**config.mk**
```make
export PLATFORM = sky130hd
export DESIGN_NAME = oam_dma
export DESIGN_NICKNAME = d
export VERILOG_FILES = /design/src/rtl/ppu_pkg.sv /design/src/rtl/oam_dma.sv
export SDC_FILE = /design/constraint.sdc
export NUM_CORES = 1
export LEC_CHECK = 0
export BUFFER_PORTS_ARGS = -buffer_cell sky130_fd_sc_hd__buf_2
export CORE_AREA = 2 2 68 57
export DETAILED_ROUTE_END_ITERATION = 8
export DIE_AREA = 0 0 70 59
export HOLD_SLACK_MARGIN = 0.03
export PLACE_DENSITY = 0.88
export RECOVER_POWER = 25
export SETUP_SLACK_MARGIN = 0.2
export SYNTH_ARGS = -nofsm -noshare
export SYNTH_HDL_FRONTEND = slang
export SYNTH_SLANG_ARGS = --single-unit
```
**constraint.sdc**
```tcl
create_clock -name clk -period 2.14 [get_ports clk]
set_input_delay 0.214 -clock clk [delete_from_list [all_inputs] [get_ports clk]]
set_output_delay 0.214 -clock clk [all_outputs]
set_load 0.05 [all_outputs]
```
**src/rtl/ppu_pkg.sv**
```systemverilog
// Shared PPU/CPU-bus definitions: sprite DMA state encoding, the DMA trigger
// register address and the OAM data port address used by register decode,
// the bus arbiter and the sprite DMA engine.
package ppu_pkg;

  typedef enum logic [2:0] {
    IDLE  = 3'd0,
    HALT  = 3'd1,
    ALIGN = 3'd2,
    GET   = 3'd3,
    PUT   = 3'd4
  } dma_state_e;

  localparam logic [15:0] DMA_REG_ADDR  = 16'h4014;
  localparam logic [15:0] OAM_DATA_ADDR = 16'h2004;
  localparam int unsigned XFER_LEN      = 256;
  // Index of the final byte of a transfer; the index counter is 8 bits wide.
  localparam logic [7:0]  LAST_IDX      = 8'(XFER_LEN - 1);

  // A CPU write to the sprite DMA register starts a transfer.
  function automatic logic is_dma_trigger(input logic we, input logic [15:0] addr);
    return we && (addr == DMA_REG_ADDR);
  endfunction

endpackage

```
**src/rtl/oam_dma.sv**
```systemverilog
// Sprite DMA engine: a CPU write of page P to $4014 stalls the CPU and copies
// $PP00..$PPFF into the PPU OAM data port, one byte per get/put cycle pair.
// All state advances only on cpu_clk_en; the get/put phase follows a parity
// bit that toggles every CPU cycle, so an alignment cycle is inserted when the
// dummy halt cycle would otherwise leave the first read on an odd cycle.
module oam_dma (
  input  logic        clk,
  input  logic        rst_n,
  input  logic        cpu_clk_en,
  input  logic [15:0] cpu_addr,
  input  logic        cpu_we,
  input  logic [7:0]  cpu_wdata,
  output logic        dma_halt,
  output logic        dma_active,
  output logic [15:0] dma_addr,
  output logic        dma_rd,
  input  logic [7:0]  dma_rdata,
  output logic        dma_wr,
  output logic [7:0]  dma_wdata
);
  import ppu_pkg::*;

  dma_state_e r_state;
  dma_state_e w_next_state;
  logic       r_parity;
  logic [7:0] r_idx;
  logic [7:0] r_page;
  logic [7:0] r_data_buf;
  logic       w_trigger;

  assign w_trigger = is_dma_trigger(cpu_we, cpu_addr);

  // State register: advances once per CPU cycle, cleared asynchronously.
  always_ff @(posedge clk or negedge rst_n) begin
    if (!rst_n) begin
      r_state <= IDLE;
    end else if (cpu_clk_en) begin
      r_state <= w_next_state;
    end else begin
      r_state <= r_state;
    end
  end

  // Datapath: cycle parity, page latch, byte index and the get->put data buffer.
  always_ff @(posedge clk or negedge rst_n) begin
    if (!rst_n) begin
      r_parity   <= 1'b0;
      r_idx      <= 8'h00;
      r_page     <= 8'h00;
      r_data_buf <= 8'h00;
    end else if (cpu_clk_en) begin
      r_parity <= ~r_parity;
      case (r_state)
        IDLE: begin
          // Page is latched only from IDLE, so writes during a run are ignored.
          if (w_trigger) begin
            r_page <= cpu_wdata;
            r_idx  <= 8'h00;
          end else begin
            r_page <= r_page;
            r_idx  <= r_idx;
          end
        end
        GET:     r_data_buf <= dma_rdata;
        // 8-bit wrap keeps the source address inside the page.
        PUT:     r_idx <= r_idx + 8'd1;
        default: r_idx <= r_idx;
      endcase
    end else begin
      r_parity   <= r_parity;
      r_idx      <= r_idx;
      r_page     <= r_page;
      r_data_buf <= r_data_buf;
    end
  end

  // Next-state logic; HALT goes straight to GET only when the next cycle is even.
  always_comb begin
    w_next_state = r_state;
    case (r_state)
      IDLE: begin
        if (w_trigger) begin
          w_next_state = HALT;
        end else begin
          w_next_state = IDLE;
        end
      end
      HALT: begin
        if (r_parity) begin
          w_next_state = GET;
        end else begin
          w_next_state = ALIGN;
        end
      end
      ALIGN: w_next_state = GET;
      GET:   w_next_state = PUT;
      PUT: begin
        if (r_idx == LAST_IDX) begin
          w_next_state = IDLE;
        end else begin
          w_next_state = GET;
        end
      end
      default: w_next_state = IDLE;
    endcase
  end

  // Output decode from registered state only, so outputs are stable per CPU cycle.
  always_comb begin
    dma_halt   = 1'b0;
    dma_active = 1'b0;
    dma_addr   = 16'h0000;
    dma_rd     = 1'b0;
    dma_wr     = 1'b0;
    dma_wdata  = 8'h00;
    case (r_state)
      IDLE: begin
        dma_halt = 1'b0;
      end
      HALT, ALIGN: begin
        dma_halt = 1'b1;
      end
      GET: begin
        dma_halt   = 1'b1;
        dma_active = 1'b1;
        dma_rd     = 1'b1;
        dma_addr   = {r_page, r_idx};
      end
      PUT: begin
        dma_halt   = 1'b1;
        dma_active = 1'b1;
        dma_wr     = 1'b1;
        dma_addr   = OAM_DATA_ADDR;
        dma_wdata  = r_data_buf;
      end
      default: begin
        dma_halt = 1'b0;
      end
    endcase
  end

endmodule
```
# Yosys cells after proc, flatten, opt, wreduce, memory -nomap -nowiden
# Cells that the tools add are included.
dict set report word_totals {
  ff_bits 28
  in_bits 36
  out_inout_bits 28
  elab_cells 34
}
dict set report op_classes {
  n_addsub 1
  eq_ne 7
  mux 12
  bitwise_logic 1
  reduce_logical 8
}
# op n
set op_table {}
lappend op_table {{case mux 16 bit (2 select lines)} 1}
lappend op_table {{equality test 16 x 15 -> 1 bit, second input constant} 1}
lappend op_table {{2-to-1 mux 8 bit} 2}
lappend op_table {{case mux 8 bit (2 select lines)} 1}
lappend op_table {{case mux 3 bit (5 select lines)} 1}
lappend op_table {{adder 8 x 1 -> 8 bit, second input constant} 1}
lappend op_table {{equality test 8 bit, second input constant} 1}
lappend op_table {{equality test 3 x 2 -> 1 bit, second input constant} 2}
lappend op_table {{2-to-1 mux 1 bit} 6}
lappend op_table {{AND reduction 3 bit} 2}
lappend op_table {{OR reduction 4 bit} 1}
lappend op_table {{equality test 3 x 1 -> 1 bit, second input constant} 1}
lappend op_table {{equality test 3 bit, second input constant} 1}
lappend op_table {{zero test 3 bit} 1}
lappend op_table {{2-to-1 mux 2 bit} 1}
lappend op_table {{!= test 2 bit, second input constant} 1}
lappend op_table {{AND reduction 2 bit} 1}
lappend op_table {{nonzero test 2 bit} 1}
lappend op_table {{OR reduction 2 bit} 1}
lappend op_table {{logical AND 1 bit} 1}
lappend op_table {{inverter 1 bit} 1}

# Longest topological paths before layout
dict set report depth {
  ltp_word 4
  ltp_mapped 6
}

# Worst setup path before layout
# No wires, ideal clock.
dict set report synth_timing {
  path_kind {flip-flop to output port}
  startpoint {register r_state[2]}
  endpoint {output port dma_active}
  arrival_time_ns 2.372
  required_ns 1.926
  slack_ns -0.446
  path_stages_with_launch 5
  path_buffers 1
  path_cell_list {dfrtp_1 > buf_2 > inv_1 > nor3_1 > or2_2}
}
dict set report synth_between {
  elab_chain_cells 3
  word_cells_on_any_way 4
  classes_between {eq/ne: 2; mux: 1; reduce/logical: 1}
}
# element line
set synth_rtl {}
lappend synth_rtl {{start: declaration} oam_dma.sv:23} ;# dma_state_e r_state;
lappend synth_rtl {{start signal: assignment} oam_dma.sv:38} ;# r_state <= w_next_state;
lappend synth_rtl {{start signal: assignment} oam_dma.sv:40} ;# r_state <= r_state;
lappend synth_rtl {{equality test 3 bit / equality test 3 x 2 -> 1 bit (equally long branches)} oam_dma.sv:116} ;# case (r_state)
lappend synth_rtl {{OR reduction 2 bit (no source line) *} -}
lappend synth_rtl {{2-to-1 mux 1 bit *} oam_dma.sv:116}
lappend synth_rtl {{end: declaration} oam_dma.sv:14} ;# output logic dma_active,
# Mark *: on every way between the ends. The rest lies on a longest branch, timed or not.

# Worst setup path after layout
dict set report layout_timing {
  startpoint {register r_state[1]}
  endpoint {output port dma_addr[2]}
}
dict set report layout_between {
  elab_chain_cells 2
  word_cells_on_any_way 3
  classes_between {eq/ne: 2; mux: 1}
}
# element line
set layout_rtl {}
lappend layout_rtl {{equality test 3 bit / equality test 3 x 2 -> 1 bit (equally long branches)} oam_dma.sv:116}
lappend layout_rtl {{case mux 16 bit (2 select lines) *} oam_dma.sv:116}
lappend layout_rtl {{end: declaration} oam_dma.sv:15} ;# output logic [15:0] dma_addr,
# Marked as above.

==> flow_summary.ini <==
[timing]
finalHoldViolCount = 0
worst_pin_slew_ns = 0.6319
fin_crit_ns = 1.876
timing.setup.tns_ns = 0
fmax_mhz = 533.0
slew_viol_final = 0
holdWs_ns = 0.1621
fin_skew_ns = 0.002135
setup_viol = 0
post-route-period-util_pct = 87.68
slew_headroom_pct = 57.87
rsz0062_at_grt = yes

[die]
die_x_um = 70
coreArea_um2 = 3376
die_h_um = 59
die_area_um2 = 4130
io_pins = 64
initial_core_util_pct = 45.85
row_count = 19

[layout]
fillCellCount = 288
synthToLayoutAreaGrowth_pct = 34.03
nets = 254
multi_input_area_um2 = 825.8
utilization_pct = 61.45
final_layout_size_suffix_gt1_share_pct = 50.46
seq_area_um2 = 704.4
antenna_cells = 0

[worst_hold_path]
min_from = dma_rdata[3]
min_path_type = in -> reg

[logic_synthesis]
synth_compound_area_share_pct = 9.539
synthCells = 149
synthTopCellsByArea = dfrtp_1 45%, mux2_2 12%, and2_1 5.7%, and3_1 4.4%, mux2i_1 1.9%
synth_edf_count = 0
synth_top_family_by_area = simple AND/OR/NAND/NOR gates
synth_top_area_share_pct = 45.27
yosys_warnings = 0
async_flop_share_pct = 100.0
syn_avg_cell_area_um2 = 10.39
yosys.area.top_type = dfrtp_1
synthFlopType = dfrtp_1
synth-seq-cells = 28
syn_area_um2 = 1548
ys_seq_area_share_pct = 45.27
synthesis.nets = 186
synthSimpleGateAreaFrac_pct = 26.84
synthXorXnorAreaFrac_pct = 1.132
ys_types = 38
muxShareOfSynthArea_pct = 13.58
synthAdderAreaFrac_pct = 0.8084

[cts]
cts_tree = built
clk_latency_ns = 0.27
clkTransAtPathRegs_ns = 0.10
cts.root.buffer_cell = clkbuf_8
cts_inserted_buffers = 3
cts-htree-levels = 1
cts_sinks = 28
ctsLongestPathBuffers = 2

[routing]
top_layer_used = met4
vias = 1392
drc = 0
drt-pass1-iter-count = 4
wl_per_cell_um = 14.05
met2WireLength_mm = 1.639
via_per_inst = 5.395
wl_met3_um = 324
wl_met1_mm = 1.651
drtIter0Drc = 41
ant_nets = 0
wl_mm = 3.625

[setup_path]
worstPathRequired_ns = 1.93
cp-start-kind = flop
max_stage_delay_ns = 0.44
critical_path_class = reg -> out
critPathLaunch = r_state[1]
cp-end-kind = output pin
timing.rr.start = r_state[1]
path_cells = inv_1 > nor3_2 > buf_6 > a21o_1 > buf_2
regToRegSetupSlack_ns = 0.26
critPathArrivalTime_ns = 1.66
slowest_stage = dfrtp_2
cp_max_fo = 16

[pwr]
leakage_nw = 1.088
peakVddDrop_v = 0.0007549
power_density_nw_per_um2 = 1306

[global_routing]
grt_pass1_wl_mm = 5.630
grt_antenna_before_repair = 0
grt_pass1_vias = 1266
grt_max_degree = 29
grt.total_usage_pct = 16.93
gr-total-overflow = 0

[placement]
gp_congestion = 0.7767
hpwl_mm = 2.562
port_buffers = 63

[outcome]
status = finished, final reports clean

[job]
drv_cap = 0
==> per-stage QoR <==
stage / instances / power (mW) / setup WS [ns] / cell area [um^2]
final: 258 / 2.709 / 0.2637 / 2074
after global routing: 258 / 2.860 / 0.1884 / 2074
after CTS: 256 / 2.671 / 0.2031 / 2051
after detailed placement: 251 / 2.217 / 0.2349 / 1932
after global placement: 251 / 2.191 / 0.2925 / 1932
after floorplan: 149 / 1.913 / 0.3079 / 1572
==> timing repair <==
action                                 CTS  global route
pin swaps                                0             0
buffers inserted                         0             2
setup endpoints to repair               18            28
hold buffers                             1             0
endpoints found under the hold margin   28             0
resized for setup                       16             3
==> worst paths after layout <==
check,cells past startpoint,end
worst max-delay path,5,dma_addr[2]
worst min-delay path,2,r_data_buf[3]
worst max register to register,4,r_page[6]
worst min register to register,1,r_parity
max in group asynchronous,2,r_state[2]
min in group asynchronous,2,r_data_buf[1]
==> layout make-up <==
class	instances	area share, %
clock buffers	3	1.990
clock inverters	1	1.448
inverters	4	0.7238
multi-input cells	111	39.81
flip-flops and latches	28	33.96
well taps	42	2.533
repair buffers	69	19.54
==> cell usage in the layout (no fill, tap or decap), drive strengths merged, types with 2 or more instances in the layout <==
cell type   n
a21o        4
a21oi       2
a31o        2
a32o        2
and2       14
and3       11
buf        68
clkbuf      3
dfrtp      28
inv         4
mux2       16
mux2i       3
nand2       8
nand3       6
nor2        6
nor2b       4
nor3        6
nor4        2
o21ai       4
o22ai       3
or2         2
or3         4
==> cells by family after synthesis <==
logic type	after synthesis
AND/OR/NAND/NOR	68
flip-flops	28
AO/OA/AOI/OAI	21
multiplexers	19
buffers and inverters	10
XOR/XNOR	2
adder cells (fa/ha/maj)	1
==> cell usage after synthesis, drive strengths merged (4+ instances only) <==
library cell,number
dfrtp,28
mux2,16
inv,4
nor2b,4
and3,11
nor2,6
nand2,8
and2,14
o21ai,4
or3,4
a21o,4
nor3,6
nand3,6
==> layer usage <==
metal,track usage (%),up-vias
met4,2.473,0
li1,-,674
met1,22.85,662
met2,28.03,54
met3,5.102,2
met5,0,-
==> sequential cells by signal, indices dropped and copies added, names as in the netlist <==
name	count
r_data_buf	8
r_idx	8
r_page	8
r_parity	1
r_state	3
==> where the power goes <==
| group | switching, mW | total, mW | internal [mW] |
|---|---|---|---|
| registers | 0.160 | 0.859 | 0.700 |
| clock network | 0.169 | 0.420 | 0.250 |
| logic | 0.889 | 1.43 | 0.541 |
| total | 1.22 | 2.71 | 1.49 |
==> worst max-delay path, delay by kind of cell (launching register included) <==
| kind | cells | cell delay, ns |
|---|---|---|
| and+or+nand+nor | 1 | 0.28 |
| DFF | 1 | 0.44 |
| AOI/OAI and AO/OA | 1 | 0.12 |
| buffers and inverters | 3 | 0.54 |
No activity file was read; power rests on OpenSTA's default activity.
